$ cat config.mk
export PLATFORM = sky130hd
export DESIGN_NAME = nibble_packer
export DESIGN_NICKNAME = d
export VERILOG_FILES = /design/src/rtl/nibble_packer.sv
export SDC_FILE = /design/constraint.sdc
export NUM_CORES = 1
export LEC_CHECK = 0
export ABC_AREA = 1
export BUFFER_PORTS_ARGS = -buffer_cell sky130_fd_sc_hd__buf_2
export CAP_MARGIN = 20
export CORE_UTILIZATION = 52
export DETAILED_ROUTE_END_ITERATION = 8
export GPL_TIMING_DRIVEN = 0
export PLACE_DENSITY = 0.8
export SLEW_MARGIN = 20
export SYNTH_ARGS = -nofsm -noshare
export SYNTH_HDL_FRONTEND = slang
export SYNTH_SLANG_ARGS = --single-unit
$ cat constraint.sdc
create_clock -name clk -period 5.69 [get_ports clk]
set_clock_uncertainty 0.1 [all_clocks]
set_input_delay 0.569 -clock clk [delete_from_list [all_inputs] [get_ports clk]]
set_output_delay 0.569 -clock clk [all_outputs]
set_load 0.01 [all_outputs]
$ cat src/rtl/nibble_packer.sv
// Pairs corrected Hamming(7,4) nibbles into bytes (low first) and queues them in a small FIFO.
// Optional NIBBLE_PACKER_ERR_TAG_EN adds a per-byte out_err tag carried through the FIFO.
module nibble_packer #(
    parameter int FIFO_DEPTH = 4,
    parameter int CNT_W      = 16
) (
    input  logic                          clk,
    input  logic                          rst,
    input  logic                          in_valid,
    input  logic [2:0]                    syndrome_in,
    input  logic [3:0]                    data_in,
    input  logic                          flush,
    output logic                          out_valid,
    input  logic                          out_ready,
    output logic [7:0]                    out_byte,
`ifdef NIBBLE_PACKER_ERR_TAG_EN
    output logic [1:0]                    out_err,
`endif
    output logic [CNT_W-1:0]              err_count,
    output logic                          overflow,
    output logic [$clog2(FIFO_DEPTH):0]   fifo_level
);

    localparam int AW = $clog2(FIFO_DEPTH);
    localparam int LW = AW + 1;
    localparam logic [LW-1:0] FULL_LVL = LW'(FIFO_DEPTH);

    typedef enum logic {LOW, HIGH} state_t;

    typedef struct packed {
`ifdef NIBBLE_PACKER_ERR_TAG_EN
        logic [1:0] err;
`endif
        logic [7:0] data;
    } entry_t;

    state_t          state, state_nxt;
    logic [3:0]      low_nib;
`ifdef NIBBLE_PACKER_ERR_TAG_EN
    logic            low_err;
`endif
    logic            syn_err;
    logic            push, pop, full, wr_en;
    entry_t          push_ent;
    entry_t          mem [FIFO_DEPTH];
    logic [AW-1:0]   wr_ptr, rd_ptr;
    logic [LW-1:0]   level;

    assign syn_err = |syndrome_in;

    // ---------------- pairing FSM ----------------
    always_ff @(posedge clk or negedge rst) begin
        if (!rst) state <= LOW;
        else      state <= state_nxt;
    end

    always_comb begin
        state_nxt = state;
        push      = 1'b0;
        push_ent  = '0;
        case (state)
            LOW: if (in_valid) state_nxt = HIGH;
            HIGH: begin
                // A real nibble always wins over flush in the same cycle.
                if (in_valid) begin
                    push          = 1'b1;
                    push_ent.data = {data_in, low_nib};
`ifdef NIBBLE_PACKER_ERR_TAG_EN
                    push_ent.err  = {syn_err, low_err};
`endif
                    state_nxt     = LOW;
                end else if (flush) begin
                    push          = 1'b1;
                    push_ent.data = {4'h0, low_nib};
`ifdef NIBBLE_PACKER_ERR_TAG_EN
                    push_ent.err  = {1'b0, low_err};
`endif
                    state_nxt     = LOW;
                end
            end
            default: state_nxt = LOW;
        endcase
    end

    always_ff @(posedge clk or negedge rst) begin
        if (!rst) begin
            low_nib <= 4'h0;
`ifdef NIBBLE_PACKER_ERR_TAG_EN
            low_err <= 1'b0;
`endif
        end else if (state == LOW && in_valid) begin
            low_nib <= data_in;
`ifdef NIBBLE_PACKER_ERR_TAG_EN
            low_err <= syn_err;
`endif
        end
    end

    // ---------------- byte FIFO ----------------
    assign out_valid  = (level != '0);
    assign pop        = out_valid && out_ready;
    assign full       = (level == FULL_LVL);
    // A pop in the same cycle frees the slot the push needs.
    assign wr_en      = push && (!full || pop);
    assign fifo_level = level;
    assign out_byte   = mem[rd_ptr].data;
`ifdef NIBBLE_PACKER_ERR_TAG_EN
    assign out_err    = mem[rd_ptr].err;
`endif

    always_ff @(posedge clk or negedge rst) begin
        if (!rst) begin
            for (int i = 0; i < FIFO_DEPTH; i++) mem[i] <= '0;
            wr_ptr <= '0;
            rd_ptr <= '0;
            level  <= '0;
        end else begin
            if (wr_en) begin
                mem[wr_ptr] <= push_ent;
                wr_ptr      <= wr_ptr + AW'(1);
            end
            if (pop) rd_ptr <= rd_ptr + AW'(1);
            case ({wr_en, pop})
                2'b10:   level <= level + LW'(1);
                2'b01:   level <= level - LW'(1);
                default: level <= level;
            endcase
        end
    end

    // ---------------- status ----------------
    always_ff @(posedge clk or negedge rst) begin
        if (!rst)               overflow <= 1'b0;
        else if (push && !wr_en) overflow <= 1'b1;
    end

    always_ff @(posedge clk or negedge rst) begin
        if (!rst)                                     err_count <= '0;
        else if (in_valid && syn_err && !(&err_count)) err_count <= err_count + CNT_W'(1);
    end

endmodule

==> impl_metrics.yaml <==
global_routing:
  first_global_vias: 2615
  initial_antenna_violation_count: 0
  grt_max_degree: 62
  grt_first_pass_wirelength_um: 12200
  grt_overflow_total: 0
  globalRouteTotalUtil_pct: 25.3
die:
  i_o_pin_count: 41
  initial_utilization_pct: 53.7
  floorplan.rows: 28
  die_w_um: 80.2
  floorplan.core_area_um2: 5920
  fp.dieArea_um2: 6430
  fp.dieH_um: 80.2
placement:
  placement.io_buffers: 40
  place.detailed.hpwl_um: 5080
  place_inst: 517
  routability_driven_placement_congestion_ratio: 0.861
layout:
  antenna_cells: 0
  post_route_cells_drive_above_1_share_pct: 17.2
  fillers: 531
  synth_to_final_area_change_pct: 15.9
  fin_nets: 472
  layout.cells.non_filler: 533
synth:
  summed_instance_area_of_the_synthesized_netlist_um2: 3180
  yosys_warnings: 0
  postSynthCellCount: 402
  synth_seq_area_share_pct: 48.0
  post-synth-top-area-cell: "sky130_fd_sc_hd__dfrtp_1"
  postSynthNetCount: 421
  synth_enable_flop_cells: 0
  synthesis.area_per_instance_um2: 7.91
  yosysUniqueCellTypes: 27
  synth_async_sr_flop_share_pct: 100
  synth.area.top_cells: "sky130_fd_sc_hd__dfrtp_1 48%, sky130_fd_sc_hd__nand2_1 17%, sky130_fd_sc_hd__o21ai_0 7.1%"
  synth.top_cell.area_share_pct: 48.0
  dominantRegCellSynth: "sky130_fd_sc_hd__dfrtp_1"
  ys_seq_elements: 61
clocking:
  maximum_number_of_buffers_from_clock_root_to_sink: 2
  post_cts_hold_buffer_count: 0
  tritoncts: "done"
  clk_latency_ps: 340
  post-cts-setup-buffer-count: 0
  post_cts_sizing: 0
  ctsHtreeMaxLevel: 3
  cts.root.buffer_cell: "sky130_fd_sc_hd__clkbuf_8"
  numClockSinks: 61
  tritoncts.num_buffers: 9
  cts.reportedPaths.clkPinSlew_ps: 60
status:
  run_status: "finished, final reports clean"
timing:
  post-route-period-util_pct: 44.0
  finalMaxSlewViolations: 0
  fin_tns_setup_ps: 0
  setup-violations-final: 0
  timing.final.crit_period_ps: 2510
  timing_worst_slew_pin_value_ps: 780
  rsz0062_at_grt: "false"
  relative_max_transition_margin_pct: 48.0
  final-hold-violation-count: 0
  timing.fmax_mhz: 399
route:
  final_routed_wire_length_divided_by_cell_count_um: 13.6
  detail-route-antenna-nets: 0
  drt_wl_total_um: 7230
  viasPerCell: 5.28
  drt_first_pass_iters: 5
  route.vias.total: 2812
  drt_first_iter_violations: 141
  number_of_design_rule_violations_left_after_detail_routing: 0
critical_path:
  path_cells: "buf_2 > clkbuf_1 > o21ai_0 > o22ai_1 > buf_2"
  crit_path_max_incr_delay_ps: 440
  setup.worst_path.end_class: "output pin"
  crit_slowest_cell: "sky130_fd_sc_hd__clkbuf_1"
  setup.worst_path.start_class: "flop"
  criticalPathCategory: "flop to output pin"
  worst-endpoint-required_ps: 5020
  worstPathMaxFanout: 10
  path_common_cell: "sky130_fd_sc_hd__buf_2"
  crit_arrival_ps: 1840
pwr:
  vdd_ir_drop_max_mv: 0.252
  seqPwrFrac_pct: 40.1
  intPower_mw: 1.05
  leakagePower_nw: 1.93
  clock_power_share_pct: 23.9
  netSwitchingPower_mw: 0.651
  netSwitchingFraction_pct: 38.3
  powerDensity_nw_per_um2: 461
  power.share.combinational_pct: 36.0
min_path:
  timing.hold.worst.class: "input pin to asynchronous set/reset pin"
run:
  max_cap_violations: 0
-- stage by stage --
stage               worst slack, ps  utilization [%]  cell area (um^2)  total power [mW]  hold slack [ps]
floorplan                      3420                -              3180              1.09              173
global placement               3150             58.7              3470              1.27              348
detailed placement             3100             58.7              3480              1.30              364
CTS                            3190             62.3              3690              1.70              231
global route                   3050             62.3              3690              1.82              269
finish                         3180             62.3              3690              1.70              210
-- cells in the mapped netlist (2+ instances only) --
| master | count |
|---|---|
| sky130_fd_sc_hd__o21a_1 | 3 |
| sky130_fd_sc_hd__o21ai_0 | 45 |
| sky130_fd_sc_hd__nand2_1 | 146 |
| sky130_fd_sc_hd__xor2_1 | 7 |
| sky130_fd_sc_hd__nand2_2 | 2 |
| sky130_fd_sc_hd__inv_1 | 36 |
| sky130_fd_sc_hd__nor2_4 | 6 |
| sky130_fd_sc_hd__nor2_2 | 3 |
| sky130_fd_sc_hd__buf_2 | 2 |
| sky130_fd_sc_hd__a21oi_1 | 2 |
| sky130_fd_sc_hd__clkbuf_1 | 2 |
| sky130_fd_sc_hd__o22ai_1 | 8 |
| sky130_fd_sc_hd__nand3_1 | 9 |
| sky130_fd_sc_hd__buf_6 | 3 |
| sky130_fd_sc_hd__xnor2_1 | 2 |
| sky130_fd_sc_hd__nor2_1 | 41 |
| sky130_fd_sc_hd__ha_1 | 6 |
| sky130_fd_sc_hd__dfrtp_1 | 61 |
| sky130_fd_sc_hd__nand4_1 | 8 |
| sky130_fd_sc_hd__nand2_4 | 2 |
| sky130_fd_sc_hd__nand3b_1 | 2 |
-- final timing paths --
kind                       slack [ps]          start             to  depth (start not counted)
max                              3180      rd_ptr[0]    out_byte[6]                          5
max in group asynchronous        4770            rst   err_count[9]                          1
min in group clk                  380       overflow       overflow                          1
min                               210            rst        mem[24]                          1
max reg2reg                      3380  fifo_level[0]  fifo_level[2]                         10
min reg2reg                       380       overflow       overflow                          1
-- flip-flops by register name, summed over array words and instances (netlist names) --
name        flops
rd_ptr          2
wr_ptr          2
fifo_level      3
mem            32
low_nib         4
overflow        1
state           1
err_count      16
-- critical path, delay by kind of cell (launching register included) --
kind                   cells  cell delay (ps)
DFF                        1              320
AOI/OAI and AO/OA          2              390
buffers and inverters      3              780
-- cells by family after synthesis --
| kind of cell | count (synthesis) | synth area share, % |
|---|---|---|
| xor gates and xnor gates | 9 | 2.48 |
| AOI/OAI and AO/OA | 61 | 10.8 |
| buffers and inverters | 44 | 6.02 |
| and+or+nand+nor | 220 | 29.7 |
| DFF | 61 | 48.0 |
| adders and majority gates | 7 | 2.99 |
-- cell usage in the layout, fill, tap and decap left out, drive strengths merged, types with 3 or more instances in the layout --
cell    count
o21ai      46
dfrtp      61
ha          6
xor2        7
o22ai       8
o21a        3
buf        45
nand4       8
nor2       50
nand2     150
inv        36
clkbuf     15
clkinv      3
nand3      10
-- power by group through the flow --
stage | Sequential [mW] | Combinational [mW] | Clock [mW]
2_1_floorplan | 0.675 | 0.411 | 0
3_3_place_gp | 0.678 | 0.592 | 0
3_5_place_dp | 0.686 | 0.612 | 0
4_1_cts | 0.679 | 0.614 | 0.411
5_1_grt | 0.698 | 0.698 | 0.426
6_report | 0.681 | 0.612 | 0.406
-- cell type report --
cell class	instances	area (um^2)	share of cell area, %
flip-flops and latches	61	1530	41.4
multi-input cells	297	1460	39.6
repair buffers	40	203	5.50
clock buffers	12	165	4.48
inverters	36	135	3.67
well taps	75	93.8	2.55
plain buffers	8	56.3	1.53
clock inverters	4	45.0	1.22
-- routing by layer --
layer	vias to the layer above	track usage, %	share of wire [%]
met5	-	0	0
li1	1379	-	-
met1	1314	30.7	43
met3	11	4.20	5.9
met2	108	43.5	49
met4	0	12.5	1.8
(Power assumes the default switching activity.)
